`src/rtl/mmu_pkg.sv`:
```
// Shared types and defaults for the MMU / instruction / data memory arbiter.
package mmu_pkg;

  localparam int STARVE_LIMIT_DEFAULT = 8;

  typedef enum logic [1:0] {
    IDLE = 2'd0,
    PTE  = 2'd1,
    DMEM = 2'd2,
    IMEM = 2'd3
  } arb_state_t;

endpackage

```
`src/rtl/mmu_mem_arbiter.sv`:
```
// Three-way arbiter (PTE walker, data port, instruction port) onto a single
// memory port with one transaction outstanding and instruction-starvation relief.
module mmu_mem_arbiter
  import mmu_pkg::*;
#(
  parameter int STARVE_LIMIT = STARVE_LIMIT_DEFAULT,
  localparam int SW = $clog2(STARVE_LIMIT + 1)
) (
  input  logic          clk,
  input  logic          rst,
  input  logic [31:0]   pte_addr,
  input  logic          pte_read,
  output logic [31:0]   pte_rdata,
  output logic          pte_resp,
  input  logic [31:0]   i_addr,
  input  logic          i_read,
  output logic [31:0]   i_rdata,
  output logic          i_resp,
  input  logic [31:0]   d_addr,
  input  logic          d_read,
  input  logic          d_write,
  input  logic [31:0]   d_wdata,
  input  logic [3:0]    d_wmask,
  output logic [31:0]   d_rdata,
  output logic          d_resp,
  output logic [31:0]   mem_addr,
  output logic          mem_read,
  output logic          mem_write,
  output logic [31:0]   mem_wdata,
  output logic [3:0]    mem_wmask,
  input  logic [31:0]   mem_rdata,
  input  logic          mem_resp,
  output logic [1:0]    dbg_state_o,
  output logic [SW-1:0] dbg_starve_cnt_o
);

  // Handshake: a requester holds its request until its one-cycle resp pulse and
  // drops it the cycle after; a request seen high in IDLE is a new transaction.
  // The memory side holds mem_read/mem_write stable until mem_resp is sampled.

  localparam logic [SW-1:0] STARVE_MAX = SW'(STARVE_LIMIT);

  arb_state_t    state_q, state_d;
  logic [SW-1:0] starve_q, starve_d;
  logic [31:0]   addr_q, addr_d;
  logic [31:0]   wdata_q, wdata_d;
  logic [3:0]    wmask_q, wmask_d;
  logic          write_q, write_d;

  logic starved;
  logic busy;

  assign starved = (starve_q == STARVE_MAX);
  assign busy    = (state_q != IDLE);

  always_comb begin
    state_d  = state_q;
    starve_d = starve_q;
    addr_d   = addr_q;
    wdata_d  = wdata_q;
    wmask_d  = wmask_q;
    write_d  = write_q;
    case (state_q)
      IDLE: begin
        if (pte_read) begin
          state_d = PTE;
          addr_d  = {pte_addr[31:2], 2'b00};
          wdata_d = '0;
          wmask_d = '0;
          write_d = 1'b0;
        end else if (i_read && starved) begin
          state_d = IMEM;
          addr_d  = i_addr;
          wdata_d = '0;
          wmask_d = '0;
          write_d = 1'b0;
        end else if (d_read || d_write) begin
          state_d = DMEM;
          addr_d  = d_addr;
          wdata_d = d_write ? d_wdata : 32'h0;
          wmask_d = d_write ? d_wmask : 4'h0;
          write_d = d_write;
        end else if (i_read) begin
          state_d = IMEM;
          addr_d  = i_addr;
          wdata_d = '0;
          wmask_d = '0;
          write_d = 1'b0;
        end
        // With i_read high some port is always granted; only losses count.
        if (!i_read || state_d == IMEM) begin
          starve_d = '0;
        end else if (!starved) begin
          starve_d = starve_q + 1'b1;
        end
      end
      default: begin
        if (mem_resp) begin
          state_d = IDLE;
        end
      end
    endcase
  end

  always_ff @(posedge clk) begin
    if (rst) begin
      state_q  <= IDLE;
      starve_q <= '0;
      addr_q   <= '0;
      wdata_q  <= '0;
      wmask_q  <= '0;
      write_q  <= 1'b0;
    end else begin
      state_q  <= state_d;
      starve_q <= starve_d;
      addr_q   <= addr_d;
      wdata_q  <= wdata_d;
      wmask_q  <= wmask_d;
      write_q  <= write_d;
    end
  end

  assign mem_addr  = addr_q;
  assign mem_read  = busy && !write_q;
  assign mem_write = busy && write_q;
  assign mem_wdata = wdata_q;
  assign mem_wmask = mem_write ? wmask_q : 4'h0;

  assign pte_resp  = (state_q == PTE)  && mem_resp;
  assign d_resp    = (state_q == DMEM) && mem_resp;
  assign i_resp    = (state_q == IMEM) && mem_resp;
  assign pte_rdata = pte_resp ? mem_rdata : 32'h0;
  assign d_rdata   = d_resp   ? mem_rdata : 32'h0;
  assign i_rdata   = i_resp   ? mem_rdata : 32'h0;

  assign dbg_state_o      = state_q;
  assign dbg_starve_cnt_o = starve_q;

endmodule

```
`config.mk`:
```
export PLATFORM = sky130hd
export DESIGN_NAME = mmu_mem_arbiter
export DESIGN_NICKNAME = d
export VERILOG_FILES = /design/src/rtl/mmu_pkg.sv /design/src/rtl/mmu_mem_arbiter.sv
export SDC_FILE = /design/constraint.sdc
export NUM_CORES = 1
export LEC_CHECK = 0
export ABC_AREA = 0
export CORE_AREA = 4 4 132 134
export CTS_CLUSTER_DIAMETER = 50
export DETAILED_ROUTE_END_ITERATION = 8
export DIE_AREA = 0 0 136 138
export GPL_TIMING_DRIVEN = 1
export PLACE_DENSITY = 0.66
export SYNTH_ARGS = -nofsm -noshare
export SYNTH_HDL_FRONTEND = slang
export SYNTH_SLANG_ARGS = --single-unit
```
`constraint.sdc`:
```
create_clock -name clk -period 5.25 [get_ports clk]
set_clock_uncertainty 0.05 [all_clocks]
set_input_delay 0.525 -clock clk [delete_from_list [all_inputs] [get_ports clk]]
set_output_delay 0.525 -clock clk [all_outputs]
set_load 0.02 [all_outputs]
```
==> results of run 1 <==
-- stage by stage --
step	hold slack, ns	cell area, µm²	power [W]
6_report	0.4146	7965	0.001804
5_1_grt	0.4491	7965	0.001886
4_1_cts	0.4201	7965	0.001834
3_5_place_dp	0.3970	7675	0.001216
3_3_place_gp	0.3966	7675	0.001209
2_1_floorplan	0.4076	4169	0.0009220
-- power groups by stage --
stage / combinational [W] / clock (W) / sequential [W]
floorplan: 0.000229 / 0 / 0.000693
global placement: 0.000562 / 0 / 0.000647
detailed placement: 0.000567 / 0 / 0.000650
CTS: 0.000569 / 0.000627 / 0.000638
global route: 0.000601 / 0.000643 / 0.000643
finish: 0.000561 / 0.000605 / 0.000638
-- final timing paths --
path	cells past startpoint	end	slack [ns]
setup / recovery	4	i_rdata[26]	2.03
setup reg to reg	7	mem_addr[4]	2.62
hold / removal	1	mem_addr[0]	0.41
hold reg to reg	1	mem_addr[0]	0.41
-- area by class of cell --
cell class,count,share of cell area
timing repair buffer,351,0.4380
multi-input combinational,340,0.3016
sequential,75,0.1885
tap,220,0.03456
clock buffer,9,0.02828
clock inverter,6,0.008168
inverter,2,0.0009425
-- sequential cells by signal, indices dropped and copies added, names as in the netlist --
register	cells
wmask_q	4
dbg_state_o	2
dbg_starve_cnt_o	4
mem_addr	32
mem_wdata	32
write_q	1
-- kinds of logic (layout without fill, tap and decap cells) --
logic type	after synthesis	count (layout)	share of synthesized area
AND/OR/NAND/NOR	194	194	0.2674
AO/OA/AOI/OAI	109	109	0.2194
flip-flops	75	75	0.3601
buffers and inverters	44	368	0.06363
multiplexers	33	33	0.07923
adder cells (fa/ha/maj)	2	2	0.006001
XOR/XNOR	2	2	0.004202
-- cells in the final DEF, fill, tap and decap left out, drive strengths merged --
cell	count
nor3	1
xnor2	1
dfxtp	75
a22oi	36
and4b	1
inv	3
and3	36
clkdlybuf4s50	342
o22ai	30
and2b	1
clkinv	3
bufinv	1
nand4	1
xor2	1
and2	97
nor2	49
a211o	1
buf	9
nand2	2
nand2b	2
a211oi	1
o41ai	1
nand4b	1
o2bb2ai	2
o31ai	2
mux2i	33
o21ai	1
a21oi	35
or3b	1
clkbuf	9
or2	2
ha	2
clkinvlp	1
-- metal layers --
layer	vias to the layer above	global-route usage	part of all wire
met1	2191	0.1834	0.37
met3	15	0.05814	0.096
li1	2253	-	-
met2	222	0.3293	0.52
met5	-	0	0.00074
met4	2	0.03979	0.011
==> metrics.md, run 1 <==
| Metric | Value |
|---|---|
| # fillers | `between 1500 and 2000` |
| N_diodes | `0` |
| Crit-path cells | `clkdlybuf4s50_1 -> and3_1 -> and2_1 -> clkdlybuf4s50_1` |
| Die W | `around 140 µm` |
| Vias | `between 4000 and 5000` |
| Top Ports | `around 350` |
| Combinational power share | `0.311` |
| Power per cell area | `~230 nW/µm²` |
| Clock tree buffer depth | `2` |
| CTS root buf | `clkbuf_16` |
| Vias in the first global route | `~4800` |
| Fin crit share | `0.6130` |
| Final WS setup | `2.032 ns` |
| First-pass GRT wire length | `between 20 and 30 mm` |
| Family with the most delay on the worst path | `buffers and inverters` |
| Initial antenna violation count | `1` |
| Pin count of the biggest net entering global routing | `72` |
| Number of flops mapped to enable cells by yosys | `0` |
| Sequential share of power | `0.354` |
| Die area | `between 15000 and 20000 µm²` |
| Vias per cell | `between 4 and 5` |
| Unrepaired setup endpoints after global routing | `false` |
| Clk sink count | `75` |
| Clock network fraction of total power | `0.335` |
| Worst VDD drop | `0.0001768 V` |
| ANT nets after route | `0` |
| Cts bufs inserted | `9` |
| Leading cell type by number of instances after synthesis | `and2_1` |
| Gr ovfl total | `0` |
| Post-CTS Setup Repair Bufs | `0` |
| Run status | `completed` |
| # H-tree levels | `3` |
| Gpl congestion | `around 0.75` |
| Worst-skew pair later-pin latency | `~0.32 ns` |
| Number of nets in the layout | `approximately 950` |
| Final Hold Fails | `0` |
| Initial Utilization | `0.2559` |
| Static Leak | `~3.2 nW` |
| GR Util All Layers | `0.1740` |
| Final setup violation count | `0` |
| Worst-path clk slew | `~0.06 ns` |
| Wire per inst | `roughly 17 µm` |
| Max transition margin | `0.3032` |
| Cell mode on critical path | `clkdlybuf4s50_1` |
| Multi-input gate area | `~2400 µm²` |
| Setup CP Type | `in -> out` |
| Sw Pwr | `between 0.0005 and 0.0006 W` |
| Reg area | `between 1500 and 2000 µm²` |
| Sw Ratio | `0.2954` |
| Synth async-reset ratio | `0` |
| CP startpoint kind | `primary input` |
| Share of cells above drive strength 1 | `0.07535` |
| Final Util | `0.4890` |
| Worst slack at placement | `around 2.0 ns` |
| Port bufs | `roughly 340` |
| Top fanout value on the critical path | `33` |
| FP Rows | `47` |
| CP Capture Type | `output pin` |
| Syn nets | `between 600 and 700` |
| Die Span Y | `between 100 and 150 µm` |
| Layout Cells excl Fill | `between 1000 and 1500` |
| Hold/Removal Path Class | `reg -> reg` |
| Most used DFF post-synth | `dfxtp_1` |
| Register bit total from synthesis | `75` |
| Top cells by area, synth | `dfxtp_1 36%, and2_1 15%, o22ai_2 8.7%` |
| CP max stage delay | `~0.74 ns` |
| Arrival time at the worst endpoint | `around 2.6 ns` |
| Initial DRC Count | `between 100 and 150` |
| Post-CTS sizing | `0` |
| Max Freq | `slightly above 300 MHz` |
| Top cell type's share of synthesized area | `0.3601` |
| DP Wirelength | `between 10 and 15 mm` |
| Internal cell power | `between 0.001 and 0.0015 W` |
| Total wire length | `around 17 mm` |
| First-pass DRT Iterations | `7` |
| Slew @ Worst Pin | `1.045 ns` |
| Hold-fix buffers at CTS | `0` |
| Cell variety after synth | `34` |
| Core area | `about 16000 µm²` |
| Reg2Reg Launch Point | `dbg_starve_cnt_o[0]` |
| Yosys top cell by area | `dfxtp_1` |
| Setup TNS | `0 ns` |
| Mapped Area | `between 4000 and 5000 µm²` |
| Placed cell count | `~990` |
| Mean area per synthesized cell | `roughly 9.1 µm²` |
| Synthesis-to-layout area growth | `91.06%` |
| CTS tree | `yes` |
| Syn. warnings | `0` |
| Tmin final | `roughly 3.2 ns` |
| HP Start | `mem_addr[0]` |
| Slew Viols, Final | `0` |
| Top cells by count, synth | `97 x and2_1, 75 x dfxtp_1, 47 x nor2_1, 36 x a22oi_1, 36 x and3_1` |
| CP max stage cell | `and3_1` |
| Sequential share of the synthesized area | `0.3601` |
| Req. time, crit path | `4.68 ns` |
| Drc violations | `0` |
| MaxCap Viol Count | `0` |
| Syn Inst Count | `between 400 and 500` |
| Worst Setup SP | `mem_resp` |
| Worst Path Buf+Inv | `2` |
No activity file was read; power rests on OpenSTA's default activity.
==> run 2: changes to the inputs <==
Clock period 5.25 ns to 3.3 ns, I/O delays scaled along.
==> run 2 against run 1 <==
  * Global-route usage fell by 0.052 points
  * Non-clock buffer count rose by 4
  * Total power rose by 59%
  * Sequential power rose by 60%
  * Routed wire length fell by 1.2%
  * Clock-buffer cell count did not move
  * Design area rose by 0.53%
  * Flip-flop and latch count did not move
  * Utilization rose by 0.26 points
  * Final cell count rose by 0.40%
  * Register-to-register slack got worse by 1.3 ns
  * Die area did not move
  * Highest routed layer unchanged
==> metrics.md, run 2 (same netlist as run 1, synthesis figures left out) <==
| Metric | Value |
|---|---|
| Run status | `completed` |
| Arrival time at the worst endpoint | `2.15 ns (-0.49 ns)` |
| Combinational power share | `0.313 (+0.002)` |
| Sw Pwr | `0.0008485 W (+59%)` |
| Hold/Removal Path Class | `reg -> reg` |
| Reg area | `1501 µm² (unchanged)` |
| Setup CP Type | `reg -> out` |
| # fillers | `1564 (+2.2%)` |
| # H-tree levels | `3 (unchanged)` |
| Post-DP Area | `7717 µm² (+0.55%)` |
| Number of nets in the layout | `956 (+0.42%)` |
| Initial antenna violation count | `1 (unchanged)` |
| N_diodes | `0 (unchanged)` |
| CTS tree | `yes` |
| FP Rows | `47 (unchanged)` |
| Gr ovfl total | `0 (unchanged)` |
| Final instance area | `8008 µm² (+0.53%)` |
| Worst-path clk slew | `0.06 ns (about the same)` |
| Top fanout value on the critical path | `33 (unchanged)` |
| DP Wirelength | `13.63 mm (-0.68%)` |
| Worst-skew pair later-pin latency | `0.33 ns (about the same)` |
| Static Leak | `3.203 nW (+1.2%)` |
| Clock tree buffer depth | `2 (unchanged)` |
| Vias per cell | `4.607 (-1.3%)` |
| Internal cell power | `0.002027 W (+60%)` |
| Cts bufs inserted | `9 (unchanged)` |
| Clock network fraction of total power | `0.334 (about the same)` |
| Most frequent cells in the layout | `337 x clkdlybuf4s50_1, 97 x and2_1, 75 x dfxtp_1, 47 x nor2_1` |
| Die Span Y | `138 µm (unchanged)` |
| Clk sink count | `75 (unchanged)` |
| Vias in the first global route | `4749 (-0.67%)` |
| Core area | `16290 µm² (unchanged)` |
| Top Ports | `346 (unchanged)` |
| Commonest non-fill, non-tap cell in the layout | `clkdlybuf4s50_1` |
| Unrepaired setup endpoints after global routing | `false` |
| Pin count of the biggest net entering global routing | `48 (-33%)` |
| Synthesis-to-layout area growth | `92.08%` |
| Port bufs | `343 (unchanged)` |
| Wire per inst | `17.15 µm (-1.6%)` |
| Slew Viols, Final | `0 (unchanged)` |
| Worst VDD drop | `0.0002201 V (+24%)` |
| Hold-fix buffers at CTS | `0 (unchanged)` |
| Req. time, crit path | `2.92 ns (-1.76 ns)` |
| Setup TNS | `0 ns (unchanged)` |
| Overall Power | `0.002876 W (+59%)` |
| Vias | `4639 (-0.94%)` |
| CP startpoint kind | `flip-flop` |
| Share of cells above drive strength 1 | `0.08640 (+0.01105)` |
| Slew @ Worst Pin | `0.6823 ns (-0.3629 ns)` |
| Post-CTS Setup Repair Bufs | `0 (unchanged)` |
| Die W | `136 µm (unchanged)` |
| Final Hold Fails | `0 (unchanged)` |
| Initial Utilization | `0.2559 (unchanged)` |
| Drc violations | `0 (unchanged)` |
| Sequential share of power | `0.353 (about the same)` |
| ANT nets after route | `0 (unchanged)` |
| CP Capture Type | `output pin` |
| Die area | `18770 µm² (unchanged)` |
| Max Freq | `approximately 390 MHz` |
| Gpl congestion | `0.7476 (about the same)` |
| CTS root buf | `clkbuf_16` |
| Final setup violation count | `0 (unchanged)` |
| Multi-input gate area | `2402 µm² (unchanged)` |
| Sw Ratio | `0.2950 (-0.0003962)` |
| Fin crit share | `0.7680` |
| Total wire length | `17.27 mm (-1.2%)` |
| Power per cell area | `359.1 nW/µm² (+59%)` |
| Tmin final | `roughly 2.5 ns` |
| Max transition margin | `0.5451 (+0.2419)` |
| First-pass GRT wire length | `25.99 mm (-0.74%)` |
| MaxCap Viol Count | `0 (unchanged)` |
| GR Util All Layers | `0.1735 (-0.0005228)` |
| Post-CTS sizing | `0 (unchanged)` |
| First-pass DRT Iterations | `4 (-3)` |
| Initial DRC Count | `152 (+35%)` |
## run 2: worst max-delay path, stage by stage, from the launching register on
cell and delay (ns):
dfxtp_1 0.56, nand2_1 0.09, nor2_1 0.10, buf_4 0.28, and2_1 0.17, clkdlybuf4s50_1 0.64
## run 2: worst paths after layout
kind                                     startpoint           end  slack [ns]  depth (start not counted)
worst max register to register  dbg_starve_cnt_o[0]   mem_addr[4]        1.29                          7
worst max-delay path                 dbg_state_o[0]  pte_rdata[3]        0.77                          5
worst min-delay path                    mem_addr[0]   mem_addr[0]        0.42                          1
worst min register to register          mem_addr[0]   mem_addr[0]        0.42                          1
## run 2: metrics by stage
stage	setup slack (ns)	std cells	utilization	hold WS, ns
after floorplan	1.407	459	-	0.4076
after global placement	0.7671	992	0.4738	0.3962
after detailed placement	0.7812	992	0.4738	0.4010
after CTS	0.7180	1007	0.4916	0.4194
after global routing	0.5486	1007	0.4916	0.4454
final	0.7655	1007	0.4916	0.4154
## run 2: routing by layer
metal / track usage / routed length (µm)
met1: 0.1921 / 6716
met2: 0.3166 / 8690
met3: 0.05523 / 1591
met4: 0.04562 / 257
met5: 0 / 13
## run 2: final cells by class
type | count | share of cell area
tap | 220 | 0.03438
sequential | 75 | 0.1875
inverter | 2 | 0.0009375
clock buffer | 9 | 0.02813
clock inverter | 6 | 0.008125
timing repair buffer | 355 | 0.4409
multi-input combinational | 340 | 0.3000
## run 2: power by group through the flow
stage	Combinational, W	Clock [W]	Sequential (W)
after floorplan	0.000365	0	0.00110
after global placement	0.000901	0	0.00103
after detailed placement	0.000909	0	0.00103
after CTS	0.000913	0.000991	0.00102
after global routing	0.000966	0.00103	0.00102
final	0.000901	0.000960	0.00102
